File: src/rtl/inst_fetch_unit_pkg.sv
// inst_fetch_unit_pkg
//   Shared widths and constants for the instruction fetch path. The CPU and
//   the instruction cache already use Inst_Width and Inst_Addr_Width, so the
//   fetch unit takes its default parameters from this package.
package inst_fetch_unit_pkg;

  localparam int Inst_Width      = 32;
  localparam int Inst_Addr_Width = 32;

  // Every instruction is one 32-bit word, so sequential fetch steps by 4.
  localparam int INST_BYTES = 4;

  localparam logic [Inst_Addr_Width-1:0] RESET_PC = 32'h0000_0000;

endpackage

File: src/rtl/inst_fetch_unit_inst_queue.sv
// inst_queue
//   Circular FIFO of DEPTH entries, each WIDTH bits wide, holding fetched
//   {instruction, pc} pairs until the decoder takes them.
//   Ports:
//     clk, rst     clock, asynchronous active-low reset
//     push, wdata  write wdata at tail
//     pop          advance head
//     flush        discard all entries; takes priority over push and pop
//     head_data    combinational read of the head entry
//     count        number of valid entries (0..DEPTH)
module inst_queue
  import inst_fetch_unit_pkg::*;
#(
  parameter int DEPTH = 4,
  parameter int WIDTH = Inst_Width + Inst_Addr_Width
) (
  input  logic                       clk,
  input  logic                       rst,
  input  logic                       push,
  input  logic                       pop,
  input  logic                       flush,
  input  logic [WIDTH-1:0]           wdata,
  output logic [WIDTH-1:0]           head_data,
  output logic [$clog2(DEPTH+1)-1:0] count
);

  localparam int PTR_W = $clog2(DEPTH);
  localparam int CNT_W = $clog2(DEPTH+1);

  logic [WIDTH-1:0] mem [DEPTH];
  logic [PTR_W-1:0] head;
  logic [PTR_W-1:0] tail;

  // Pointers are exactly log2(DEPTH) bits, so they wrap without extra logic.
  always_ff @(posedge clk or negedge rst) begin
    if (!rst) begin
      head  <= '0;
      tail  <= '0;
      count <= '0;
    end else if (flush) begin
      head  <= '0;
      tail  <= '0;
      count <= '0;
    end else begin
      if (push) tail <= tail + PTR_W'(1);
      if (pop)  head <= head + PTR_W'(1);
      count <= count + CNT_W'(push) - CNT_W'(pop);
    end
  end

  // Storage carries no reset; entries are only read when count says they
  // are valid.
  always_ff @(posedge clk) begin
    if (push && !flush) mem[tail] <= wdata;
  end

  assign head_data = mem[head];

endmodule

File: src/rtl/inst_fetch_unit.sv
// inst_fetch_unit
//   Fetch-side initiator of the PC-to-instruction-cache interface. Issues
//   fetch requests, holds on cache stall, queues returned instructions with
//   their PCs and presents the queue head to decode. A redirect flushes the
//   queue and restarts fetch at the target.
//   Ports:
//     clk, rst                           clock, asynchronous active-low reset
//     icache_ce, icache_addr             fetch request and address
//     icache_stall, icache_enable,
//     icache_inst                        same-cycle cache response
//     dec_valid, dec_inst, dec_pc,
//     dec_ready                          decoder handshake on the queue head
//     redirect_valid, redirect_pc        branch/jump restart
//     fifo_count                         queue occupancy
module inst_fetch_unit
  import inst_fetch_unit_pkg::*;
#(
  parameter int                 INST_W   = Inst_Width,
  parameter int                 ADDR_W   = Inst_Addr_Width,
  parameter int                 DEPTH    = 4,
  parameter logic [ADDR_W-1:0]  RESET_PC = inst_fetch_unit_pkg::RESET_PC
) (
  input  logic                       clk,
  input  logic                       rst,
  output logic                       icache_ce,
  output logic [ADDR_W-1:0]          icache_addr,
  input  logic                       icache_stall,
  input  logic                       icache_enable,
  input  logic [INST_W-1:0]          icache_inst,
  output logic                       dec_valid,
  output logic [INST_W-1:0]          dec_inst,
  output logic [ADDR_W-1:0]          dec_pc,
  input  logic                       dec_ready,
  input  logic                       redirect_valid,
  input  logic [ADDR_W-1:0]          redirect_pc,
  output logic [$clog2(DEPTH+1)-1:0] fifo_count
);

  localparam int CNT_W = $clog2(DEPTH+1);

  logic [ADDR_W-1:0]        pc;
  logic                     accept;
  logic                     pop;
  logic [INST_W+ADDR_W-1:0] head_data;
  logic                     unused_redirect_bits;

  // Instructions are word aligned; the low target bits carry no information.
  assign unused_redirect_bits = ^redirect_pc[1:0];

  // Requests are suppressed in reset, when the queue is full, and during a
  // redirect cycle, so a response arriving alongside a redirect is never
  // pushed.
  assign icache_ce   = rst && (fifo_count < CNT_W'(DEPTH)) && !redirect_valid;
  assign icache_addr = rst ? pc : '0;
  assign accept      = icache_ce && !icache_stall && icache_enable;

  // dec_valid is deliberately not gated by redirect_valid; the decoder
  // ignores the head itself in a redirect cycle.
  assign dec_valid = (fifo_count != '0);
  assign pop       = dec_valid && dec_ready;
  assign dec_inst  = rst ? head_data[INST_W+ADDR_W-1:ADDR_W] : '0;
  assign dec_pc    = rst ? head_data[ADDR_W-1:0] : '0;

  // Redirect wins over sequential advance; PC addition wraps modulo 2^ADDR_W.
  always_ff @(posedge clk or negedge rst) begin
    if (!rst) begin
      pc <= RESET_PC;
    end else if (redirect_valid) begin
      pc <= {redirect_pc[ADDR_W-1:2], 2'b00};
    end else if (accept) begin
      pc <= pc + ADDR_W'(INST_BYTES);
    end
  end

  inst_queue #(
    .DEPTH (DEPTH),
    .WIDTH (INST_W + ADDR_W)
  ) u_queue (
    .clk       (clk),
    .rst       (rst),
    .push      (accept),
    .pop       (pop),
    .flush     (redirect_valid),
    .wdata     ({icache_inst, pc}),
    .head_data (head_data),
    .count     (fifo_count)
  );

endmodule

File: config.mk
export PLATFORM = sky130hd
export DESIGN_NAME = inst_fetch_unit
export DESIGN_NICKNAME = d
export VERILOG_FILES = /design/src/rtl/inst_fetch_unit_pkg.sv /design/src/rtl/inst_fetch_unit_inst_queue.sv /design/src/rtl/inst_fetch_unit.sv
export SDC_FILE = /design/constraint.sdc
export NUM_CORES = 1
export LEC_CHECK = 0
export CAP_MARGIN = 20
export CORE_ASPECT_RATIO = 0.5
export CORE_MARGIN = 3
export CORE_UTILIZATION = 45
export DETAILED_ROUTE_END_ITERATION = 8
export GPL_TIMING_DRIVEN = 0
export PLACE_DENSITY = 0.66
export SYNTH_ARGS = -nofsm -noshare
export SYNTH_HDL_FRONTEND = slang
export SYNTH_SLANG_ARGS = --single-unit
File: constraint.sdc
create_clock -name clk -period 3.7 [get_ports clk]
set_clock_uncertainty 0.1 [all_clocks]
set_input_delay 0.925 -clock clk [delete_from_list [all_inputs] [get_ports clk]]
set_output_delay 0.925 -clock clk [all_outputs]
set_load 0.02 [all_outputs]
==> results of run 1 <==
final timing paths:
path                       cells past startpoint  slack, ns                      endpoint                        start
setup / recovery                               4       0.07                     dec_pc[5]  u_queue.head[0]$_DFFE_PN0P_
hold / removal                                 1       0.13            pc[26]$_DFFE_PN0P_                          rst
setup reg to reg                               6       1.15            pc[22]$_DFFE_PN0P_           pc[10]$_DFFE_PN0P_
hold reg to reg                                0       0.48  u_queue.mem[3][20]$_DFFE_PP_           pc[20]$_DFFE_PN0P_
max in group asynchronous                      2       2.97   u_queue.head[1]$_DFFE_PN0P_                          rst
min in group clk                               0       0.48  u_queue.mem[3][20]$_DFFE_PP_           pc[20]$_DFFE_PN0P_
Yosys cell counts (all sizes together) (3+ instances only):
cell type and number:
a31oi 14, and2 93, and3 6, and4 3
buf 16, clkbuf 29, dfrtp 37, edfxtp 248
ha 7, inv 10, mux4 62, nand2 25
nand3 10, nand4 7, nor2 24, nor3 3
nor4 4, o21ai 15, o31a 5, o31ai 10
or3 7, or4 12, xnor2 11, xor2 3
what timing repair did:
item / 4_1_cts / 5_1_grt
setup buffers: 0 / 4
resized for setup: 28 / 13
cloned: 0 / 0
endpoints found under the setup margin: 93 / 65
registers in the layout, summed over array words and instances (netlist names):
register       count
pc                30
u_queue.count      3
u_queue.head       2
u_queue.mem      248
u_queue.tail       2
per-stage QoR:
stage	utilization [%]	hold WS, ns	total power, mW
2_1_floorplan	-	0.374	4.90
3_3_place_gp	54.5	0.456	5.61
3_5_place_dp	55.1	0.467	5.63
4_1_cts	58.5	0.170	8.30
5_1_grt	58.7	0.122	8.63
6_report	58.7	0.130	8.26
final cells by class:
| type | count | share of cell area, % |
|---|---|---|
| sequential | 285 | 56.1 |
| multi-input combinational | 342 | 21.4 |
| timing repair buffer | 173 | 12.1 |
| clock buffer | 34 | 4.70 |
| tap | 344 | 2.88 |
| buffer | 43 | 1.75 |
| clock inverter | 12 | 0.837 |
| inverter | 11 | 0.276 |
| antenna | 1 | 0.0167 |
report_power, final:
group	switching, mW	internal, mW
clock network	1.11	1.54
logic	0.838	1.04
registers	0.141	3.59
logic make-up after synthesis:
logic type                 synth area share (%)
DFF                                        71.1
muxes                                      12.0
AOI/OAI and AO/OA                          2.77
xor gates and xnor gates                   1.04
and+or+nand+nor                            10.0
adders and majority gates                 0.914
buffers and inverters                      2.06
other                                    0.0318
placed cells by master, fill, tap and decap left out, types with 15 or more instances in the layout:
cell type	instances
and2_1	93
clkbuf_1	19
clkbuf_16	27
clkdlybuf4s50_1	162
dfrtp_1	35
edfxtp_1	248
mux4_2	62
nand2_1	25
nor2_1	24
o21ai_0	15
routing by layer:
layer  part of all wire, %  up-vias
met5                     0        -
met4                   1.6        0
met3                   4.1       36
met2                    51      177
met1                    43     3467
li1                      -     3053
==> flow_metrics.tcl, run 1 <==
set metrics [dict create \
    status "completed" \
    synth_top_area_share_pct 63.2 \
    root_buffer "clkbuf_16" \
    drive_above_1_share_pct 15.9 \
    synthToLayoutAreaGrowth_pct 26.9 \
    routed_via_density 5.41 \
    fin_cells 1245 \
    place_ws_ns -0.774 \
    wl_per_cell_um 21.1 \
    min_path_type "in -> async" \
    ctsHoldBuffers 0 \
    synth_cell_types 45 \
    place_area_mm2 0.0140 \
    max_stage_delay_ns 0.56 \
    drv_slew 0 \
    async_flop_share_pct 13.0 \
    cp_num_buf_inv 2 \
    crit_chain "buf_6 -> mux4_2 -> and2_1 -> clkdlybuf4s50_1" \
    powerDensity_mw_per_mm2 553 \
    synth_ff_type "edfxtp_1" \
    period_minus_slack_ns 3.63 \
    cp_data_arrival_time_ns 2.61 \
    die_w_um 235 \
    vias 6733 \
    dpl.hpwl_um 17200 \
    nets 960 \
    setup_violations 0 \
    synth_area_mm2 0.0118 \
    htree_levels 1 \
    end_kind "primary output" \
    drtIter0Drc 508 \
    tightest_slew_ns 0.530 \
    antenna_found_initial 0 \
    globalRouteMet2Util_pct 32.4 \
    grt.overflow.total 0 \
    clockBufferDepth 3 \
    ff_latch_area_mm2 0.00838 \
    path_class "reg -> out" \
    dieArea_mm2 0.0283 \
    yosysSeqAreaShare_pct 71.1 \
    multi_input_comb_area_mm2 0.00319 \
    grt_pass1_wl_um 41300 \
    worst_path_max_delay_cell "dfrtp_4" \
    syn_inst 680 \
    start_util_pct 46.3 \
    first_pass_iters 4 \
    crit_fanout 10 \
    numCtsBuffers 26 \
    use_met3_pct 2.80 \
    synth_area_leaders "edfxtp_1 63%, mux4_2 12%, dfrtp_1 7.9%, and2_1 4.9%, clkbuf_1 0.92%" \
    cts_num_sinks 285 \
    wl_um 26300 \
    placed_cells 1196 \
    maxCapViolCount 0 \
    path_delay_family "buffers and inverters" \
    timing.final.crit_share_pct 98.1 \
    cp-start-kind "register" \
    maxSlewHeadroom_pct 64.7 \
    tns_ns 0 \
    synth_area_leader_cell "edfxtp_1" \
    insertion_delay_ns 0.53 \
    cts_tree "built" \
    busiest_layer "met2" \
    met1_usage_pct 26.3 \
    core_area_mm2 0.0254 \
    peakVddDrop_mv 0.332 \
    final_area_mm2 0.0149 \
    grt_setup_unrepaired "yes" \
    syn_avg_cell_area_um2 17.3 \
    die_height_um 120 \
    fin_ws_ns 0.0694 \
    fillCellCount 1968 \
    synth_enable_flop_cells 248 \
    io_pins 171 \
    place_congestion 0.890 \
    grt_pass1_vias 7053 \
    row_count 41 \
    track_usage_pct 18.9 \
    worstPathRequired_ns 2.67 \
    synth_seq_cells 285 \
    yosysWarnings 0 \
    clk_pin_slew_ns 0.07 \
    grt_max_degree 54 \
    io_buffer_count 164 \
    post-route-drc-count 0 \
    finalHoldViolCount 0 \
    antenna_left 0 \
    fmax_ghz 0.275 \
    p_leak_nw 4.90 \
]
Power figures use the tool's default switching activity.
==> run 2: changes to the inputs <==
--- a/config.mk
+++ b/config.mk
@@ -7,7 +7,6 @@
 export LEC_CHECK = 0
 export CAP_MARGIN = 20
 export CORE_ASPECT_RATIO = 0.5
-export CORE_MARGIN = 3
 export CORE_UTILIZATION = 45
 export DETAILED_ROUTE_END_ITERATION = 8
 export GPL_TIMING_DRIVEN = 0
==> run 2 against run 1 <==
Total power increased by 0.17%. Utilization is essentially flat. First-iteration DRC count decreased by 7.7%. Worst hold slack improved by 0.040 ns. Sequential share of layout area is essentially flat. Highest routed layer unchanged. Largest power group unchanged. Critical path type unchanged. Clock power about the same. Critical endpoint unchanged. Non-clock buffer count is the same.
==> flow_metrics.tcl, run 2 (synthesis results as in run 1) <==
set metrics [dict create \
    numCtsBuffers 26 \
    htree_levels 1 \
    timing.final.crit_share_pct 98.1 \
    cp-start-kind "register" \
    fin_ws_ns 0.0719 \
    nets 960 \
    worstPathRequired_ns 2.67 \
    status "completed" \
    layout_common_cells "248 x edfxtp_1, 161 x clkdlybuf4s50_1, 93 x and2_1, 62 x mux4_2, 35 x dfrtp_1" \
    utilization_pct 58.8 \
    period_minus_slack_ns 3.63 \
    finalPower_mw 8.27 \
    wl_per_cell_um 21.2 \
    cts_tree "built" \
    clockBufferDepth 3 \
    grt.overflow.total 0 \
    top_register "u_queue.mem" \
    reg2regPathDepth 4 \
    path_class "reg -> out" \
    root_buffer "clkbuf_16" \
    end_kind "primary output" \
    wl_um 26500 \
    start_util_pct 46.3 \
    first_pass_iters 7 \
    tightest_slew_ns 0.551 \
    track_usage_pct 20.0 \
    die_w_um 231 \
    clk_pin_slew_ns 0.07 \
    finalHoldViolCount 0 \
    dieArea_mm2 0.0269 \
    diodes 0 \
    p_leak_nw 4.93 \
    reg.largest.list "u_queue.mem x248, pc x30, u_queue.count x3" \
    cp_data_arrival_time_ns 2.60 \
    antenna_left 0 \
    antenna_found_initial 0 \
    drive_above_1_share_pct 16.6 \
    synthToLayoutAreaGrowth_pct 27.0 \
    place_ws_ns -0.567 \
    cts_num_sinks 285 \
    crit_fanout 10 \
    rr_startpoint "u_queue.count[2]$_DFF_PN0_" \
    grt_setup_unrepaired "no" \
    setup_violations 0 \
    fmax_ghz 0.276 \
    ctsHoldBuffers 0 \
    drv_slew 0 \
    reg2reg_to "u_queue.mem[3][47]$_DFFE_PP_" \
    grt_pass1_wl_um 40100 \
    core_area_mm2 0.0254 \
    post-route-drc-count 0 \
    maxSlewHeadroom_pct 63.3 \
    io_buffer_count 164 \
    layout_commonest_cell "edfxtp_1" \
    insertion_delay_ns 0.54 \
    powerDensity_mw_per_mm2 553 \
    grt_max_degree 54 \
    maxCapViolCount 0 \
    routed_via_density 5.40 \
    peakVddDrop_mv 0.307 \
    place_congestion 0.881 \
    drtIter0Drc 469 \
    largest_reg_flops 248 \
    min_path_type "in -> async" \
    dpl.hpwl_um 16700 \
    io_pins 171 \
    die_height_um 116 \
    grt_pass1_vias 6908 \
    r2r_slack_ns 1.15 \
    row_count 41 \
    vias 6722 \
]
## run 2: per-stage QoR
| stage | setup TNS [ns] | hold slack [ns] | area, µm² | std cells |
|---|---|---|---|---|
| after floorplan | 0 | 0.374 | 11800 | 683 |
| after global placement | -1049.89 | 0.460 | 13900 | 1191 |
| after detailed placement | -33.38 | 0.471 | 14000 | 1196 |
| after CTS | -0.356 | 0.161 | 14900 | 1241 |
| after global routing | 0 | 0.158 | 15000 | 1245 |
| final | 0 | 0.170 | 15000 | 1245 |
## run 2: layer usage
metal | track usage, % | routed length (µm) | vias up
met5 | 0 | 0 | -
met4 | 5.87 | 663 | 0
met3 | 3.34 | 1040 | 39
met2 | 33.6 | 13200 | 163
met1 | 27.2 | 11500 | 3478
li1 | - | - | 3042
## run 2: timing repair
item                                   in CTS  in global routing
setup endpoints to repair                  73                 48
endpoints found under the hold margin       0                  0
setup buffers                               0                  4
resized for setup                          31                  6
## run 2: layout make-up
cell class / instances / area, µm²
Fill cell: 1977 / 10500
Sequential cell: 285 / 8380
Multi-Input combinational cell: 342 / 3190
Timing Repair Buffer: 173 / 1800
Clock buffer: 43 / 837
Tap cell: 344 / 430
Buffer: 43 / 262
Inverter: 11 / 41.3
Clock inverter: 4 / 17.5
## run 2: worst max path at each step
stage,startpoint,end,depth (start not counted)
floorplan,icache_enable,u_queue.mem[0][10]$_DFFE_PP_,3
global placement,rst,u_queue.mem[3][39]$_DFFE_PP_,4
detailed placement,rst,dec_inst[10],5
CTS,u_queue.head[0]$_DFFE_PN0P_,dec_inst[14],4
global route,u_queue.head[0]$_DFFE_PN0P_,dec_pc[5],4
finish,u_queue.head[0]$_DFFE_PN0P_,dec_pc[5],4
## run 2: worst max-delay path: stages, from the launching register on
cell and delay [ns]:
dfrtp_4 0.55, buf_6 0.23, mux4_2 0.54, and2_1 0.18, clkdlybuf4s50_1 0.57
## run 2: power by group
group          internal [mW]  leakage, nW  total, mW  switching [mW]
logic                   1.03         1.84       1.87           0.837
registers               3.59         2.67       3.73           0.140
clock network           1.54        0.422       2.67            1.13
total                   6.16         4.93       8.27            2.11
